**src/rtl/blub_pkg.sv**
```systemverilog
// Shared FP format definitions for the operand lane datapath.
package blub_pkg;

  typedef enum logic [1:0] {
    FP64 = 2'd0,
    FP32 = 2'd1,
    FP16 = 2'd2,
    FP8  = 2'd3
  } fmt_e;

  localparam int unsigned MIN_FP_WIDTH = 8;

  function automatic int unsigned fp_width(input fmt_e fmt);
    case (fmt)
      FP64:    return 64;
      FP32:    return 32;
      FP16:    return 16;
      FP8:     return 8;
      default: return 64;
    endcase
  endfunction

  function automatic int unsigned num_lanes(input fmt_e fmt, input int unsigned width);
    return width / fp_width(fmt);
  endfunction

endpackage

```
**src/rtl/blub_lane_extract.sv**
```systemverilog
// Combinational lane picker: right-aligns lane N of an operand and zero-fills the rest.
module blub_lane_extract
  import blub_pkg::*;
#(
  parameter int unsigned WIDTH = 64
) (
  input  logic [WIDTH-1:0]                      operand_i,
  input  fmt_e                                  fmt_i,
  input  logic [$clog2(WIDTH/MIN_FP_WIDTH)-1:0] lane_idx_i,
  output logic [WIDTH-1:0]                      lane_o
);

  localparam int unsigned SH_W = $clog2(WIDTH) + 1;

  logic [SH_W-1:0]  w_fpw;
  logic [SH_W-1:0]  w_shamt;
  logic [WIDTH-1:0] w_mask;

  always_comb begin
    w_fpw   = SH_W'(fp_width(fmt_i));
    w_shamt = SH_W'(lane_idx_i) * w_fpw;
    // A full-width lane shifts the 1 out entirely, so the subtraction yields all ones.
    w_mask  = (WIDTH'(1) << w_fpw) - WIDTH'(1);
    lane_o  = (operand_i >> w_shamt) & w_mask;
  end

endmodule

```
**src/rtl/blub_lane_serializer.sv**
```systemverilog
// Captures a packed multi-operand word and emits it one right-aligned lane per handshake.
module blub_lane_serializer
  import blub_pkg::*;
#(
  parameter int unsigned NUM_OPERANDS = 3,
  parameter int unsigned WIDTH        = 64
) (
  input  logic                                  clk_i,
  input  logic                                  rst_ni,
  input  logic                                  in_valid_i,
  output logic                                  in_ready_o,
  input  logic [NUM_OPERANDS*WIDTH-1:0]         operands_i,
  input  fmt_e                                  src_fmt_i,
  output logic                                  out_valid_o,
  input  logic                                  out_ready_i,
  output logic [NUM_OPERANDS*WIDTH-1:0]         lane_operands_o,
  output logic [$clog2(WIDTH/MIN_FP_WIDTH)-1:0] lane_idx_o,
  output logic                                  last_o
);

  localparam int unsigned LIDX_W = $clog2(WIDTH / MIN_FP_WIDTH);

  typedef enum logic {
    S_IDLE,
    S_EMIT
  } state_e;

  state_e                          r_state;
  logic [NUM_OPERANDS*WIDTH-1:0]   r_ops;
  fmt_e                            r_fmt;
  logic [LIDX_W-1:0]               r_cnt;

  logic                            w_emit;
  logic                            w_cnt_last;
  logic [LIDX_W-1:0]               w_last_idx;

  always_comb begin
    w_emit      = (r_state == S_EMIT);
    w_last_idx  = LIDX_W'(num_lanes(r_fmt, WIDTH) - 1);
    w_cnt_last  = (r_cnt == w_last_idx);
    // Gated by EMIT so the reset/idle view never flags last even when r_fmt is FP64.
    last_o      = w_emit && w_cnt_last;
    out_valid_o = w_emit;
    in_ready_o  = !w_emit || (w_cnt_last && out_ready_i);
    lane_idx_o  = r_cnt;
  end

  always_ff @(posedge clk_i or negedge rst_ni) begin
    if (!rst_ni) begin
      r_state <= S_IDLE;
      r_ops   <= '0;
      r_fmt   <= FP64;
      r_cnt   <= '0;
    end else begin
      case (r_state)
        S_IDLE: begin
          if (in_valid_i) begin
            r_ops   <= operands_i;
            r_fmt   <= src_fmt_i;
            r_cnt   <= '0;
            r_state <= S_EMIT;
          end
        end
        S_EMIT: begin
          if (out_ready_i) begin
            if (!w_cnt_last) begin
              r_cnt <= r_cnt + LIDX_W'(1);
            end else if (in_valid_i) begin
              r_ops <= operands_i;
              r_fmt <= src_fmt_i;
              r_cnt <= '0;
            end else begin
              r_state <= S_IDLE;
            end
          end
        end
        default: r_state <= S_IDLE;
      endcase
    end
  end

  for (genvar g = 0; g < NUM_OPERANDS; g++) begin : g_lane
    blub_lane_extract #(
      .WIDTH(WIDTH)
    ) u_extract (
      .operand_i (r_ops[g*WIDTH +: WIDTH]),
      .fmt_i     (r_fmt),
      .lane_idx_i(r_cnt),
      .lane_o    (lane_operands_o[g*WIDTH +: WIDTH])
    );
  end

endmodule

```
**config.mk**
```make
export PLATFORM = sky130hd
export DESIGN_NAME = blub_lane_serializer
export DESIGN_NICKNAME = d
export VERILOG_FILES = /design/src/rtl/blub_pkg.sv /design/src/rtl/blub_lane_extract.sv /design/src/rtl/blub_lane_serializer.sv
export SDC_FILE = /design/constraint.sdc
export NUM_CORES = 1
export LEC_CHECK = 0
export ABC_AREA = 1
export BUFFER_PORTS_ARGS = -buffer_cell sky130_fd_sc_hd__buf_2
export CORE_MARGIN = 2
export CORE_UTILIZATION = 36
export DETAILED_ROUTE_END_ITERATION = 12
export PLACE_DENSITY = 0.62
export SYNTH_ARGS = -nofsm -noshare
export SYNTH_HDL_FRONTEND = slang
export SYNTH_SLANG_ARGS = --single-unit
export TNS_END_PERCENT = 10
```
**constraint.sdc**
```tcl
create_clock -name clk_i -period 3.05 [get_ports clk_i]
set_input_delay 0.1525 -clock clk_i [delete_from_list [all_inputs] [get_ports clk_i]]
set_output_delay 0.1525 -clock clk_i [all_outputs]
set_load 0.1 [all_outputs]
```
# == After elaboration in Yosys (flattened, before gate mapping) ==
# Cells that the tools add are included.
# word_totals
regBits,198
elab_cells,46
# classes
n_mux,17
eq_ne,6
n_bitwise,4
shift,4
div,1
add_sub_neg,3
n_reduce_logical,6
multipliers,1
# op_table
cell,n
$mux 192,3
$pmux 192 s2,1
$and 64x64->64,3
$shr 64x7->64,3
$pmux 32 s4,1
$shl 1x7->64 const A,1
$sub 64x2->64 const B,1
$div 7x32->32 const A,1
$mux 3,3
$mul 3x7->7,1
$mux 2,3
$pmux 3 s2,1
$eq 2x2->1 const B,2
$pmux 2 s2,1
$add 3x1->3 const B,1
$eq 3x3->1,1
$mux 1,3
$sub 3x1->3 const B,1
$eq 2x1->1 const B,1
$logic_and 1x1->1,2
$logic_not 2->1,1
$ne 2x1->1 const B,1
$ne 2x2->1 const B,1
$pmux 1 s2,1
4 further kinds,4

# == Logic depth before layout (Yosys ltp) ==
# logic_depth
depth_word,8
depth_mapped,18
depth_no_buf,14

# == By module ==
# A second synthesis with hierarchy kept.
# unflattened
cells_unflattened,2588
area_unflattened_um2,16215.6
# by_module_without_submodules
module,n_inst,cells_each,area_per_inst_um2,seq_area_each_um2
blub_lane_serializer,1,908,8212.9,4954.8
blub_lane_extract at g_lane[1].u_extract ...,2,562,2662.6,0.0
blub_lane_extract at g_lane[0].u_extract,1,556,2677.6,0.0

# == Least setup slack after synthesis ==
# OpenSTA, ideal clock, no wires.
# synth_path
path_kind,reg-to-output
startpoint,"register r_cnt[2], in the netlist lane_idx_o[2]"
endpoint,output port lane_operands_o[128]
slack_ps,-1291
path_stages_with_launch,12
arrival_ps,4188
required_time_ps,2897
path_cell_list,dfrtp_1 > ha_1 > inv_1 > fa_1 > inv_1 > ha_1 > buf_2 > inv_2 > clkbuf_1 > buf_1 > nor2_1 > nor2_1
# synth_between
elab_chain_len,3
# synth_lines
element,line_no,rtl
from (decl),blub_lane_serializer.sv:31,logic [LIDX_W-1:0] r_cnt;
from (signal assigned),blub_lane_serializer.sv:67,r_cnt <= r_cnt + LIDX_W'(1);
$mul 3x7->7,blub_lane_extract.sv:21,w_shamt = SH_W'(lane_idx_i) * w_fpw;
$shr 64x7->64,blub_lane_extract.sv:24,lane_o = (operand_i >> w_shamt) & w_mask;
$and 64x64->64,blub_lane_extract.sv:24,
to (decl),blub_lane_serializer.sv:16,"output logic [NUM_OPERANDS*WIDTH-1:0] lane_operands_o,"
# No other way between the ends.

# == Final worst setup path ==
# layout_path
startpoint,register r_fmt[1]
endpoint,output port lane_operands_o[1]
# layout_between
elab_chain_len,5
word_cells_on_any_way,10
# layout_lines
element,line_no,rtl
from (decl),blub_lane_serializer.sv:30,fmt_e r_fmt;
from (signal assigned),blub_lane_serializer.sv:59,r_fmt <= src_fmt_i;
from (signal assigned),blub_lane_serializer.sv:70,r_fmt <= src_fmt_i;
$eq 2x2->1 (tied with other cells),n/a,
$pmux 32 s4 *,n/a,
$mul 3x7->7 or $shl 1x7->64 (tied branches),"blub_lane_extract.sv:21, blub_lane_extract.sv:23",
$shr 64x7->64 or $sub 64x2->64 (tied branches),"blub_lane_extract.sv:24, blub_lane_extract.sv:23",
$and 64x64->64 *,blub_lane_extract.sv:24,
# Mark *: on every way between the ends. The rest lies on a longest branch, timed or not. The select of a mux whose other input is x is not followed.

==> flow_metrics.py <==
metrics = {
    "route": {
        "antenna_left": 0,
        "drtPass1Iterations": 5,
        "wl_per_cell_um": 19.8,
        "drc_errors": 0,
        "drt-total-wl_um": 65900,
        "drt_iter0_markers": 1389,
        "via_per_inst": 5.25,
        "vias": 17470,
    },
    "clocking": {
        "cts_sinks": 198,
        "cts_buffers": 17,
        "clk_pin_slew_ns": 0.07,
        "cts_buffer_depth": 2,
        "cts_tree": "built",
        "clockRootBuffer": "clkbuf_16",
        "htree_levels": 4,
        "clkLatencyLatePin_ns": 0.46,
    },
    "timing": {
        "clock_skew_ns": 0.0120,
        "fin_ws_ns": -0.358,
        "timing.fmax_ghz": 0.293,
        "fin_crit_sh_pct": 112,
        "rsz0062_at_grt": "true",
        "slew_viol_final": 0,
        "worstMarginPinSlew_ns": 0.591,
        "slew_headroom_pct": 60.4,
        "finalSetupTns_ns": -57.62,
        "finalCriticalPeriod_ns": 3.41,
        "final-hold-violation-count": 0,
        "setup_violations": 192,
    },
    "setup_path": {
        "critical_path_arrival_ns": 3.26,
        "startpoint": "r_fmt[1]",
        "rr_startpoint": "r_fmt[1]",
        "crit_type": "reg2out",
        "rr_worst_depth": 13,
        "crit_required_ns": 2.90,
        "critPathLaunchType": "flip-flop",
        "critPathMaxFanout": 106,
        "cp-end-kind": "output pin",
    },
    "layout": {
        "nNetsFinal": 3003,
        "drive_gt1_share_pct": 28.9,
        "final_core_util_pct": 63.5,
        "area_delta_synth_final_pct": 74.2,
        "final_cells": 3330,
        "final_cell_mix": "nand2_1, nand3_1, buf_12",
        "final_common_cell": "nand2_1",
    },
    "synthesis": {
        "ys_types": 25,
        "syn_area_mm2": 0.0141,
        "avgSynthCellArea_um2": 6.23,
        "synth-seq-cells": 198,
        "ys_seq_area_share_pct": 35.3,
        "synth_warnings": 0,
        "syn_nets": 2460,
        "syn-instance-count": 2256,
    },
    "place": {
        "dp_slack_ns": 0.0164,
        "io_buffer_count": 395,
        "place_congestion": 0.994,
        "dpl.hpwl_um": 47100,
        "dp_cells": 3083,
    },
    "floorplanning": {
        "die_height_um": 202,
        "dieWidth_um": 202,
        "ios": 396,
        "placementRows": 72,
        "core_area_mm2": 0.0386,
        "die-area_mm2": 0.0406,
        "initial_core_util_pct": 36.4,
    },
    "global_route": {
        "grt_pass1_wl_um": 101000,
        "grt_pass1_vias": 17284,
        "gr-usage-all-layers_pct": 32.1,
        "antenna_found_initial": 1,
        "grt_overflow": 0,
        "grt_max_degree": 107,
    },
    "min_path": {
        "hp-class": "in2reg",
        "holdCritStartpoint": "operands_i[39]",
        "holdPathStages": 3,
    },
    "outcome": {
        "failed_checks": "setup timing",
        "status": "finished, violations left",
    },
    "job": {
        "cap_violations": 0,
    },
}
[sequential cells by signal, summed over array words and instances, names as in the netlist]
name and count:
out_valid_o 1, lane_idx_o 3, r_fmt 2, r_ops 192
[routing by layer]
metal	wire [µm]	part of all wire (%)	global-route usage, %
met4	2820	4.3	13.7
met2	32100	49	54.4
met1	26200	40	39.6
met5	0	0	0
met3	4730	7.2	6.56
[through the flow]
stage	hold slack, ns	area, µm²
global placement	0.142	21300
detailed placement	0.146	21300
global route	0.0137	24500
floorplan	-0.143	15600
finish	0.0113	24500
CTS	0.0000262	24200
[repair_timing]
action / in CTS / in global routing
pin swaps: 19 / 28
hold buffers: 185 / 0
hold endpoints to repair: 240 / 0
cloned: 5 / 1
resized for setup: 37 / 74
endpoints found under the setup margin: 192 / 192
buffers inserted: 22 / 2
[layout make-up]
class | count | area (µm²)
Multi-Input combinational cell | 1654 | 9020
Tap cell | 518 | 648
Timing Repair Buffer | 694 | 8380
Inverter | 234 | 891
Fill cell | 3364 | 14100
Antenna cell | 1 | 2.50
Sequential cell | 198 | 4960
Clock buffer | 20 | 447
Clock inverter | 11 | 128
[worst paths after layout]
| check | endpoint | slack [ns] |
|---|---|---|
| max | lane_operands_o[1] | -0.36 |
| min | r_ops[39] | 0.01 |
| max reg2reg | r_ops[164] | 0.46 |
| min reg2reg | r_ops[135] | 0.52 |
| max in group asynchronous | r_ops[161] | 1.89 |
| min in group asynchronous | r_ops[165] | 0.22 |
[logic make-up (layout without fill, tap and decap cells)]
group | Yosys count | after routing | share of synthesized area [%]
flip-flops | 198 | 198 | 35.3
other | 0 | 1 | 0
adder cells (fa/ha/maj) | 6 | 6 | 0.588
AO/OA/AOI/OAI | 270 | 270 | 10.4
buffers and inverters | 404 | 959 | 12.5
AND/OR/NAND/NOR | 1378 | 1378 | 41.3
[worst max-delay path: stages (launching register included)]
cell     delay [ns]
dfrtp_2        0.46
buf_6          0.14
inv_2          0.05
buf_4          0.29
nor3_2         0.10
ha_4           0.35
buf_16         0.40
nand3_1        0.22
o21ai_0        0.23
nor2_1         0.18
nor2_4         0.16
buf_12         0.18
[synthesized netlist by cell type]
library cell / number / area (µm²)
ha_1: 5 / 62.6
buf_2: 68 / 340
nand3_1: 391 / 1960
nand3_4: 1 / 17.5
buf_1: 27 / 101
nand2_1: 528 / 1980
buf_6: 6 / 67.6
fa_1: 1 / 20.0
o211ai_1: 42 / 315
dfrtp_1: 198 / 4950
buf_4: 29 / 218
nand3_2: 3 / 30.0
nor2_4: 1 / 11.3
nor3_1: 1 / 5.00
nand2_2: 2 / 12.5
nand4_1: 1 / 6.26
a21oi_1: 197 / 986
inv_2: 3 / 11.3
and2_1: 24 / 150
nor2_1: 414 / 1550
o21ai_0: 31 / 155
clkbuf_1: 40 / 150
inv_1: 231 / 867
nand3b_1: 1 / 7.51
and3_1: 11 / 68.8
Power is left out: the tool's default activity adds up to more than one toggle a clock period on the data nets, which glitch-free logic cannot reach.
